$ cat config.mk
export PLATFORM = sky130hd
export DESIGN_NAME = mem_read_arbiter
export DESIGN_NICKNAME = d
export VERILOG_FILES = /design/src/rtl/mem_read_arbiter.sv
export SDC_FILE = /design/constraint.sdc
export NUM_CORES = 1
export LEC_CHECK = 0
export BUFFER_PORTS_ARGS = -buffer_cell sky130_fd_sc_hd__buf_2
export CORE_AREA = 5 5 90 92
export DETAILED_ROUTE_END_ITERATION = 8
export DIE_AREA = 0 0 95 97
export PLACE_DENSITY = 0.7
export SKIP_LAST_GASP = 1
export SLEW_MARGIN = 30
export SYNTH_ARGS = -nofsm -noshare
export SYNTH_HDL_FRONTEND = slang
export SYNTH_SLANG_ARGS = --single-unit
export TNS_END_PERCENT = 100
$ cat constraint.sdc
create_clock -name clk -period 1.4 [get_ports clk]
set_clock_uncertainty 0.05 [all_clocks]
set_input_delay 0 -clock clk [delete_from_list [all_inputs] [get_ports clk]]
set_output_delay 0 -clock clk [all_outputs]
set_load 0.005 [all_outputs]
$ cat src/rtl/mem_read_arbiter.sv
// mem_read_arbiter: two-to-one AXI read-channel arbiter (icache = m0, dcache = m1)
// in front of one memory slave. Round-robin on ties, one outstanding transaction,
// and each returning burst is routed back to the master that issued it.
//
// Ports:
//   clk, rst_n                 clock, asynchronous active-low reset
//   m0_ar*/m0_r*, m1_ar*/m1_r*  per-master AR request and R response channels
//   s_ar*/s_r*                 shared slave AR request and R response channels
//   grant                      index of the current or most recent owner
//   busy                       high while a transaction is in ADDR or DATA
module mem_read_arbiter #(
    parameter int unsigned ADDR_WIDTH = 32,
    parameter int unsigned DATA_WIDTH = 32,
    parameter int unsigned LEN_WIDTH  = 8
) (
    input  logic                  clk,
    input  logic                  rst_n,

    input  logic [ADDR_WIDTH-1:0] m0_araddr,
    input  logic [LEN_WIDTH-1:0]  m0_arlen,
    input  logic                  m0_arvalid,
    output logic                  m0_arready,
    output logic [DATA_WIDTH-1:0] m0_rdata,
    output logic [1:0]            m0_rresp,
    output logic                  m0_rlast,
    output logic                  m0_rvalid,
    input  logic                  m0_rready,

    input  logic [ADDR_WIDTH-1:0] m1_araddr,
    input  logic [LEN_WIDTH-1:0]  m1_arlen,
    input  logic                  m1_arvalid,
    output logic                  m1_arready,
    output logic [DATA_WIDTH-1:0] m1_rdata,
    output logic [1:0]            m1_rresp,
    output logic                  m1_rlast,
    output logic                  m1_rvalid,
    input  logic                  m1_rready,

    output logic [ADDR_WIDTH-1:0] s_araddr,
    output logic [LEN_WIDTH-1:0]  s_arlen,
    output logic                  s_arvalid,
    input  logic                  s_arready,
    input  logic [DATA_WIDTH-1:0] s_rdata,
    input  logic [1:0]            s_rresp,
    input  logic                  s_rlast,
    input  logic                  s_rvalid,
    output logic                  s_rready,

    output logic                  grant,
    output logic                  busy
);

    localparam logic [1:0] IDLE = 2'd0;
    localparam logic [1:0] ADDR = 2'd1;
    localparam logic [1:0] DATA = 2'd2;

    logic [1:0] state;
    logic [1:0] state_nxt;
    logic       grant_nxt;
    logic       last_grant;
    logic       last_grant_nxt;

    // State, owner and round-robin history; last_grant resets to 1 so the first tie goes to m0.
    always_ff @(posedge clk or negedge rst_n) begin
        if (!rst_n) begin
            state      <= IDLE;
            grant      <= 1'b0;
            last_grant <= 1'b1;
        end else begin
            state      <= state_nxt;
            grant      <= grant_nxt;
            last_grant <= last_grant_nxt;
        end
    end

    // Next-state logic and combinational channel routing to/from the owner.
    always_comb begin
        state_nxt      = state;
        grant_nxt      = grant;
        last_grant_nxt = last_grant;

        busy       = 1'b0;
        s_araddr   = '0;
        s_arlen    = '0;
        s_arvalid  = 1'b0;
        s_rready   = 1'b0;
        m0_arready = 1'b0;
        m1_arready = 1'b0;
        m0_rdata   = '0;
        m0_rresp   = 2'b00;
        m0_rlast   = 1'b0;
        m0_rvalid  = 1'b0;
        m1_rdata   = '0;
        m1_rresp   = 2'b00;
        m1_rlast   = 1'b0;
        m1_rvalid  = 1'b0;

        case (state)
            IDLE: begin
                if (m0_arvalid || m1_arvalid) begin
                    state_nxt = ADDR;
                    if (m0_arvalid && m1_arvalid) begin
                        grant_nxt = ~last_grant;
                    end else begin
                        grant_nxt = m1_arvalid;
                    end
                end
            end

            ADDR: begin
                busy = 1'b1;
                if (grant) begin
                    s_araddr   = m1_araddr;
                    s_arlen    = m1_arlen;
                    s_arvalid  = m1_arvalid;
                    m1_arready = s_arready;
                end else begin
                    s_araddr   = m0_araddr;
                    s_arlen    = m0_arlen;
                    s_arvalid  = m0_arvalid;
                    m0_arready = s_arready;
                end
                if (s_arvalid && s_arready) begin
                    state_nxt      = DATA;
                    last_grant_nxt = grant;
                end
            end

            DATA: begin
                busy = 1'b1;
                if (grant) begin
                    m1_rdata  = s_rdata;
                    m1_rresp  = s_rresp;
                    m1_rlast  = s_rlast;
                    m1_rvalid = s_rvalid;
                    s_rready  = m1_rready;
                end else begin
                    m0_rdata  = s_rdata;
                    m0_rresp  = s_rresp;
                    m0_rlast  = s_rlast;
                    m0_rvalid = s_rvalid;
                    s_rready  = m0_rready;
                end
                // Only rlast ends the burst; beat count is not tracked.
                if (s_rvalid && s_rready && s_rlast) begin
                    state_nxt = IDLE;
                end
            end

            default: begin
                state_nxt = IDLE;
            end
        endcase
    end

endmodule

==> results.ini, run 1 <==
[critical_path]
cp_slowest_cell=dfrtp_1
required_ns=1.35
crit_fanout=9
cp-start-kind=flop
crit_path_cell_trace=ha_4, buf_4, buf_12, clkbuf_16, and3_1, buf_2
cpPeakStageDelay_ns=0.41
cp_data_arrival_time_ns=1.52
crit_path_end_kind=primary output
crit_buf_inv=4
cp_top_family=buffers and inverters
setup.worst_path.class=flop to primary output

[global_routing]
antenna_found_initial=0
first_global_vias=2310
grtUsageMet2=0.2993
globalRouteMet1Util=0.1646
track_usage=0.1510
grt.met3_usage=0.01862
grt_pass1_wl_um=11460
grt_max_degree=45
overflow=0
grt-busiest-layer=met2

[sta]
rsz0062_at_grt=yes
setup-violations-final=115
final.setup.tns_ns=-14.07
holdWs_ns=0.05728
setup_slack_ns=-0.1718
max_freq_mhz=636.2
hold_viol_final=0
post-route-period-util=1.123
post-route-min-period_ns=1.572
worstMarginPinSlew_ns=0.2151
finalMaxSlewViolations=0
relSlewSlack=0.8525

[drt]
drtAntennaViolNets=0
drtIter0Drc=73
via_per_inst=4.420
wl_um=8444
drtPass1Iterations=4
vias=2444
wl_per_cell_um=15.27
drc_errors=0

[cts]
htreeDepth=1
clkSlewWorstSetupHoldPaths_ns=0.03
cts_root_buffer=clkbuf_8
cts_made_buffers=3
clk_latency_ns=0.22
cts_tree=built
clkSinkCount=4
clockBufferDepth=2

[logic_synthesis]
synthCells=206
yosysWarnings=0
synth.top_cell.area_share=0.3043
synth_nets=332
syn_area_per_cell_um2=6.705
synth-seq-area-share=0.07337
syn-cell-area_mm2=0.001381
ys_types=22
ys_seq_elements=4
synth.area.top_cells=mux2i_1 (30%), and3_1 (17%), and2_1 (16%)
yosys.area.top_type=mux2i_1

[final_layout]
drive_gt1_frac=0.6366
stdcell_count=553
final_cell_mix=buf_2 (234), nor2_1 (43), mux2i_1 (41), and2_1 (35), and3_1 (27)
fillers=728
mostFrequentLayoutCell=buf_2
num-nets-final=581
n_antenna_cell=0
area_growth_pct=131.6

[min_path]
hold_class=input pin to flop

[die]
coreArea_mm2=0.007137
start_util=0.1935
die_w_um=95
placement_rows=31
die_h_um=97
fp.dieArea_mm2=0.009215
ios=241

[power]
p_leak_nw=2.081
cellPowerDensity_mw_per_mm2=1294
peakVddDrop_uv=1714

[placement]
gp_congestion=0.9136
io_buffers=240
dp_hpwl_um=6303
placed_cells=533

[flow_run]
maxCapViolCount=0

[outcome]
failed_checks=setup timing
outcome=finished, violations left

[power breakdown]
part	total [mW]	leakage [nW]	internal [mW]	switching, mW
Combinational	3.62	2.01	1.87	1.75
Clock	0.267	0.0228	0.195	0.0714
Sequential	0.252	0.0463	0.189	0.0625
[logic make-up after synthesis]
kind of cell    Yosys count  share of synthesized area
buf+inv                  23                    0.06884
compound gates            9                    0.04710
flops                     4                    0.07337
simple gates            125                     0.4792
mux                      42                     0.3043
fa+ha+maj                 3                    0.02718
[worst min-delay path, cell delays in order]
cell and delay [ns]:
buf_2 0.12, nand2_1 0.06, a32o_1 0.11
[final timing paths]
path	endpoint	slack, ns	startpoint	cells past startpoint
min	grant	0.06	m0_arvalid	3
max in group asynchronous	last_grant	1.02	rst_n	2
min reg2reg	last_grant	0.43	last_grant	2
max reg2reg	state[1]	-0.03	grant	4
min in group asynchronous	state[1]	0.08	rst_n	2
max	m1_rdata[31]	-0.17	state[1]	6
[repair_timing]
item	4_1_cts	5_1_grt
setup buffers	4	1
pin swaps	3	4
hold endpoints to repair	5	0
hold buffers	3	0
cloned	2	6
gates resized for setup	17	28
setup endpoints to repair	115	116
[per-layer routing]
metal / routed length [µm] / vias up
met5: 0 / -
met4: 140 / 0
met3: 615 / 13
met2: 4453 / 116
met1: 3235 / 1119
li1: - / 1196
[state kept, by name, summed over array words and instances (netlist names)]
signal / count
last_grant: 1
grant: 1
state: 2
[metrics by stage]
step / total power [mW] / area, µm² / util / setup slack, ns
2_1_floorplan: 1.960 / 1381 / - / 0.007070
3_3_place_gp: 3.198 / 2736 / 0.3834 / 0.009259
3_5_place_dp: 3.282 / 2736 / 0.3834 / -0.04145
4_1_cts: 3.829 / 2965 / 0.4155 / -0.1455
5_1_grt: 4.454 / 3199 / 0.4483 / -0.2206
6_report: 4.139 / 3199 / 0.4483 / -0.1718
[cell type report]
type	instances	area, µm²	share of cell area
repair buffers	264	1617	0.5053
inverters	3	11.26	0.003520
flip-flops and latches	4	105.1	0.03285
clock buffers	4	45.04	0.01408
well taps	99	123.9	0.03872
multi-input cells	179	1297	0.4056
[cell usage after synthesis]
master    count
buf_2         4
clkinv_1      1
a21oi_1       2
nor2_1       43
dfrtp_1       3
clkbuf_1     15
o21a_1        1
inv_1         2
and3_1       37
o21ai_0       1
nand2_1       5
nor2b_1       2
mux2i_1      42
and2_1       36
dfstp_2       1
a211o_1       2
a211oi_1      2
nand4_1       1
nand2b_1      1
ha_1          3
buf_4         1
a32o_1        1
(Power assumes the default switching activity.)
==> run 2, diff against run 1 <==
- REMOVE_ABC_BUFFERS: unset -> 1
- SKIP_CTS_REPAIR_TIMING: unset -> 1
==> results.ini, run 2 (synthesized netlist as in run 1, its figures left out) <==
[sta]
post-route-min-period_ns=1.598  ; +0.02620 ns
hold_viol_final=0  ; unchanged
rsz0062_at_grt=yes
setup-violations-final=117  ; +1.7%
worstMarginPinSlew_ns=0.2896  ; +0.07449 ns
max_freq_mhz=625.8  ; -1.6%
finalMaxSlewViolations=0  ; unchanged
relSlewSlack=0.8058  ; -0.04672
setup_slack_ns=-0.1980  ; -0.02620 ns
post-route-period-util=1.141  ; +0.01871

[final_layout]
num-nets-final=581  ; unchanged
final_cell_mix=buf_2 (213), nor2_1 (43), mux2i_1 (42), and3_1 (37), buf_6 (29)
mostFrequentLayoutCell=buf_2
design_area_mm2=0.003323  ; +3.9%
area_growth_pct=140.6
top_regs=state: 2 flops, grant: 1 flops, last_grant: 1 flops
drive_gt1_frac=0.6652  ; +0.02863
n_antenna_cell=0  ; unchanged
regMostFlops=state
final_core_util=0.4656  ; +0.01736
largest_reg_flops=2  ; unchanged

[critical_path]
cp_top_family=buffers and inverters
crit_path_end_kind=primary output
crit_buf_inv=4  ; unchanged
required_ns=1.35  ; about the same
reg2reg_depth=5  ; +1
cpPeakStageDelay_ns=0.38  ; -0.03 ns
cp_data_arrival_time_ns=1.55  ; +0.03 ns
crit_fanout=6  ; -3
cp_slowest_cell=dfrtp_1
cp-start-kind=flop
cp.depth=7  ; +1
crit_path_cell_trace=inv_2, ha_4, nor2b_4, buf_12, clkbuf_16, and2_4, buf_6
setup.worst_path.class=flop to primary output

[drt]
vias=2439  ; -0.20%
wl_um=8492  ; +0.57%
drtAntennaViolNets=0  ; unchanged
drtIter0Drc=52  ; -29%
drtPass1Iterations=4  ; unchanged
drc_errors=0  ; unchanged
wl_per_cell_um=15.36  ; +0.57%
via_per_inst=4.410  ; -0.20%

[power]
peakVddDrop_uv=974.4  ; -43%
cellPowerDensity_mw_per_mm2=1304  ; +0.78%
p_leak_nw=2.156  ; +3.6%

[placement]
gp_congestion=0.7957  ; -13%
io_buffers=240  ; unchanged
post_dp_cell_area_mm2=0.002724  ; -0.46%
dp_hpwl_um=6164  ; -2.2%

[die]
fp.dieArea_mm2=0.009215  ; unchanged
placement_rows=31  ; unchanged
coreArea_mm2=0.007137  ; unchanged
ios=241  ; unchanged
die_h_um=97  ; unchanged
start_util=0.1935  ; unchanged
die_w_um=95  ; unchanged

[cts]
cts_made_buffers=3  ; unchanged
htreeDepth=1  ; unchanged
clockBufferDepth=2  ; unchanged
clkSinkCount=4  ; unchanged
clk_latency_ns=0.22  ; about the same
cts_tree=built
clkSlewWorstSetupHoldPaths_ns=0.03  ; about the same
cts_root_buffer=clkbuf_8

[global_routing]
globalRouteMet1Util=0.1444  ; -0.02019
grt_pass1_wl_um=10530  ; -8.1%
grt.met3_usage=0.03491  ; +0.01629
overflow=0  ; unchanged
antenna_found_initial=0  ; unchanged
grt-busiest-layer=met2
grt_max_degree=42  ; -6.7%
grtUsageMet2=0.2598  ; -0.03959
first_global_vias=2201  ; -4.7%
track_usage=0.1361  ; -0.01486

[outcome]
failed_checks=setup timing
outcome=finished, violations left

[min_path]
hold_class=input pin to flop
min_path_cells=3  ; unchanged

[flow_run]
maxCapViolCount=0  ; unchanged

run 2: path summary, 6_finish.rpt:
kind | to | slack (ns) | start
max | m0_rdata[18] | -0.20 | state[0]
min | last_grant | 0.008 | s_arready
max reg2reg | state[0] | -0.11 | grant
min reg2reg | last_grant | 0.44 | last_grant
max in group asynchronous | last_grant | 1.03 | rst_n
min in group asynchronous | state[0] | 0.06 | rst_n
run 2: final cells by class:
cell class	instances	area [µm²]
fill	707	3814
inverter	3	11.26
multi-input combinational	179	1282
clock buffer	4	45.04
tap	99	123.9
sequential	4	105.1
timing repair buffer	264	1755
run 2: worst min-delay path, cell delays in order:
cell and delay, ns:
buf_2 0.12, nand4_1 0.08, nand2_1 0.06
run 2: per-stage QoR:
| stage | setup slack, ns | power (mW) | instances | TNS, ns | hold WS [ns] |
|---|---|---|---|---|---|
| detailed placement | -0.03975 | 3.222 | 533 | -0.4833 | -0.2377 |
| floorplan | -1.720 | 1.714 | 186 | -144.50 | -0.3456 |
| global placement | -0.008821 | 3.152 | 533 | -0.008821 | -0.2403 |
| global route | -0.2568 | 4.678 | 553 | -20.42 | 0.02313 |
| finish | -0.1980 | 4.333 | 553 | -11.70 | 0.007606 |
| CTS | -0.2838 | 3.491 | 537 | -19.84 | -0.4716 |
run 2: power breakdown:
group | leakage [nW] | switching [mW] | internal [mW] | total, mW
combinational | 2.09 | 1.80 | 2.05 | 3.84
clock | 0.0228 | 0.0611 | 0.194 | 0.256
sequential | 0.0463 | 0.0461 | 0.189 | 0.236
run 2: routing by layer:
| layer | up-vias | part of all wire |
|---|---|---|
| met5 | - | 0 |
| met4 | 0 | 0.026 |
| met3 | 21 | 0.099 |
| met2 | 161 | 0.51 |
| met1 | 1067 | 0.37 |
| li1 | 1190 | - |
==> run 3, diff against run 2 <==
- SKIP_CTS_REPAIR_TIMING: 1 -> unset
==> results.ini, run 3 (synthesized netlist as in run 1, its figures left out) <==
[cts]
clkSinkCount=4  ; unchanged
htreeDepth=1  ; unchanged
cts_root_buffer=clkbuf_8
clkSlewWorstSetupHoldPaths_ns=0.03  ; about the same
clockBufferDepth=2  ; unchanged
clk_latency_ns=0.22  ; about the same
cts_made_buffers=3  ; unchanged
cts_tree=built

[critical_path]
cp-start-kind=flop
cp_data_arrival_time_ns=1.52  ; -0.03 ns
r2r_setup_slack_ns=-0.13  ; -0.02 ns
crit_path_end_kind=primary output
required_ns=1.35  ; about the same
setup.worst_path.class=flop to primary output
r2r-start=grant
reg2reg_depth=5  ; unchanged
timing.rr.end=state[1]
crit_fanout=18  ; +12

[min_path]
hold_path.startpoint=m1_arvalid
whs_endpoint=last_grant
min_path_cells=3  ; unchanged
hold_class=input pin to flop

[final_layout]
final_core_util=0.4949  ; +0.02928
final_cell_mix=buf_2 (231), and3_1 (37), mux2i_1 (37), nor2_1 (29), and2_1 (26)
regMostFlops=state
num-nets-final=591  ; +1.7%
largest_reg_flops=2  ; unchanged
stdcell_count=563  ; +1.8%
area_growth_pct=155.7
design_area_mm2=0.003532  ; +6.3%
top_regs=state: 2 flops, grant: 1 flops, last_grant: 1 flops
mostFrequentLayoutCell=buf_2
drive_gt1_frac=0.6918  ; +0.02661
n_antenna_cell=0  ; unchanged

[sta]
post-route-min-period_ns=1.572  ; -0.02569 ns
finalMaxSlewViolations=0  ; unchanged
setup-violations-final=112  ; -4.3%
max_freq_mhz=636.0  ; +1.6%
setup_slack_ns=-0.1723  ; +0.02569 ns
worstMarginPinSlew_ns=0.3067  ; +0.01712 ns
rsz0062_at_grt=yes
post-route-period-util=1.123  ; -0.01835
relSlewSlack=0.7897  ; -0.01610
hold_viol_final=0  ; unchanged

[die]
fp.dieArea_mm2=0.009215  ; unchanged
coreArea_mm2=0.007137  ; unchanged
die_h_um=97  ; unchanged
placement_rows=31  ; unchanged
ios=241  ; unchanged
die_w_um=95  ; unchanged
start_util=0.1935  ; unchanged

[drt]
wl_per_cell_um=16.87  ; +9.8%
drtAntennaViolNets=0  ; unchanged
via_per_inst=4.524  ; +2.6%
drc_errors=0  ; unchanged
drtPass1Iterations=4  ; unchanged
drtIter0Drc=69  ; +33%
vias=2547  ; +4.4%
wl_um=9495  ; +12%

[placement]
gp_congestion=0.7957  ; unchanged
io_buffers=240  ; unchanged
dp_hpwl_um=6164  ; unchanged
placed_cells=533  ; unchanged
post_dp_cell_area_mm2=0.002724  ; unchanged
dp_slack_ns=-0.03975  ; unchanged

[power]
cellPowerDensity_mw_per_mm2=1551  ; +19%
p_leak_nw=2.245  ; +4.1%
peakVddDrop_uv=1162  ; +19%
power.total_mw=5.477  ; +26%

[global_routing]
antenna_found_initial=0  ; unchanged
grt_pass1_wl_um=11870  ; +13%
overflow=0  ; unchanged
track_usage=0.1575  ; +0.02140
grt_max_degree=41  ; -2.4%
first_global_vias=2389  ; +8.5%

[outcome]
outcome=finished, violations left
failed_checks=setup timing

[flow_run]
maxCapViolCount=0  ; unchanged

## run 3: critical path, stage by stage, from the launching register on
cell     delay (ns)
dfrtp_4        0.48
buf_12         0.16
nor2b_4        0.13
buf_4          0.13
buf_12         0.13
and2_1         0.15
buf_2          0.11
## run 3: repair_timing
action,4_1_cts,5_1_grt
gates resized for setup,22,61
gates cloned,5,12
endpoints found under the setup margin,117,117
setup buffers,6,3
endpoints found under the hold margin,4,0
pin swaps,5,10
hold buffers,1,0
## run 3: worst max-delay path by stage
stage | startpoint | end | slack, ns
floorplan | grant | m0_rdata[0] | -1.72
global placement | grant | state[1] | -0.009
detailed placement | state[1] | s_araddr[10] | -0.04
CTS | state[1] | s_araddr[10] | -0.12
global route | state[0] | m0_rdata[2] | -0.21
finish | grant | m0_rdata[2] | -0.17
## run 3: metrics by stage
| stage | hold WS (ns) | TNS (ns) |
|---|---|---|
| 2_1_floorplan | -0.3456 | -144.50 |
| 5_1_grt | 0.02652 | -13.98 |
| 3_3_place_gp | -0.2403 | -0.008821 |
| 4_1_cts | 0.009464 | -10.41 |
| 3_5_place_dp | -0.2377 | -0.4833 |
| 6_report | 0.008246 | -8.247 |
## run 3: per-layer routing
metal  wire length, µm  part of all wire  GRT usage
met5                 0                 0          0
met4               164             0.017    0.03441
met3               898             0.095    0.03336
met2              4957              0.52     0.3037
met1              3474              0.37     0.1704
## run 3: layout make-up
| type | instances | area (µm²) |
|---|---|---|
| multi-input combinational | 179 | 1356 |
| sequential | 4 | 105.1 |
| clock buffer | 4 | 45.04 |
| inverter | 3 | 18.77 |
| tap | 99 | 123.9 |
| timing repair buffer | 274 | 1883 |
| fill | 704 | 3605 |
## run 3: where the power goes
| part | internal (mW) | leakage, nW | switching (mW) |
|---|---|---|---|
| clock | 0.194 | 0.0228 | 0.0607 |
| sequential | 0.189 | 0.0463 | 0.0462 |
| combinational | 2.77 | 2.18 | 2.22 |
| total | 3.15 | 2.24 | 2.33 |
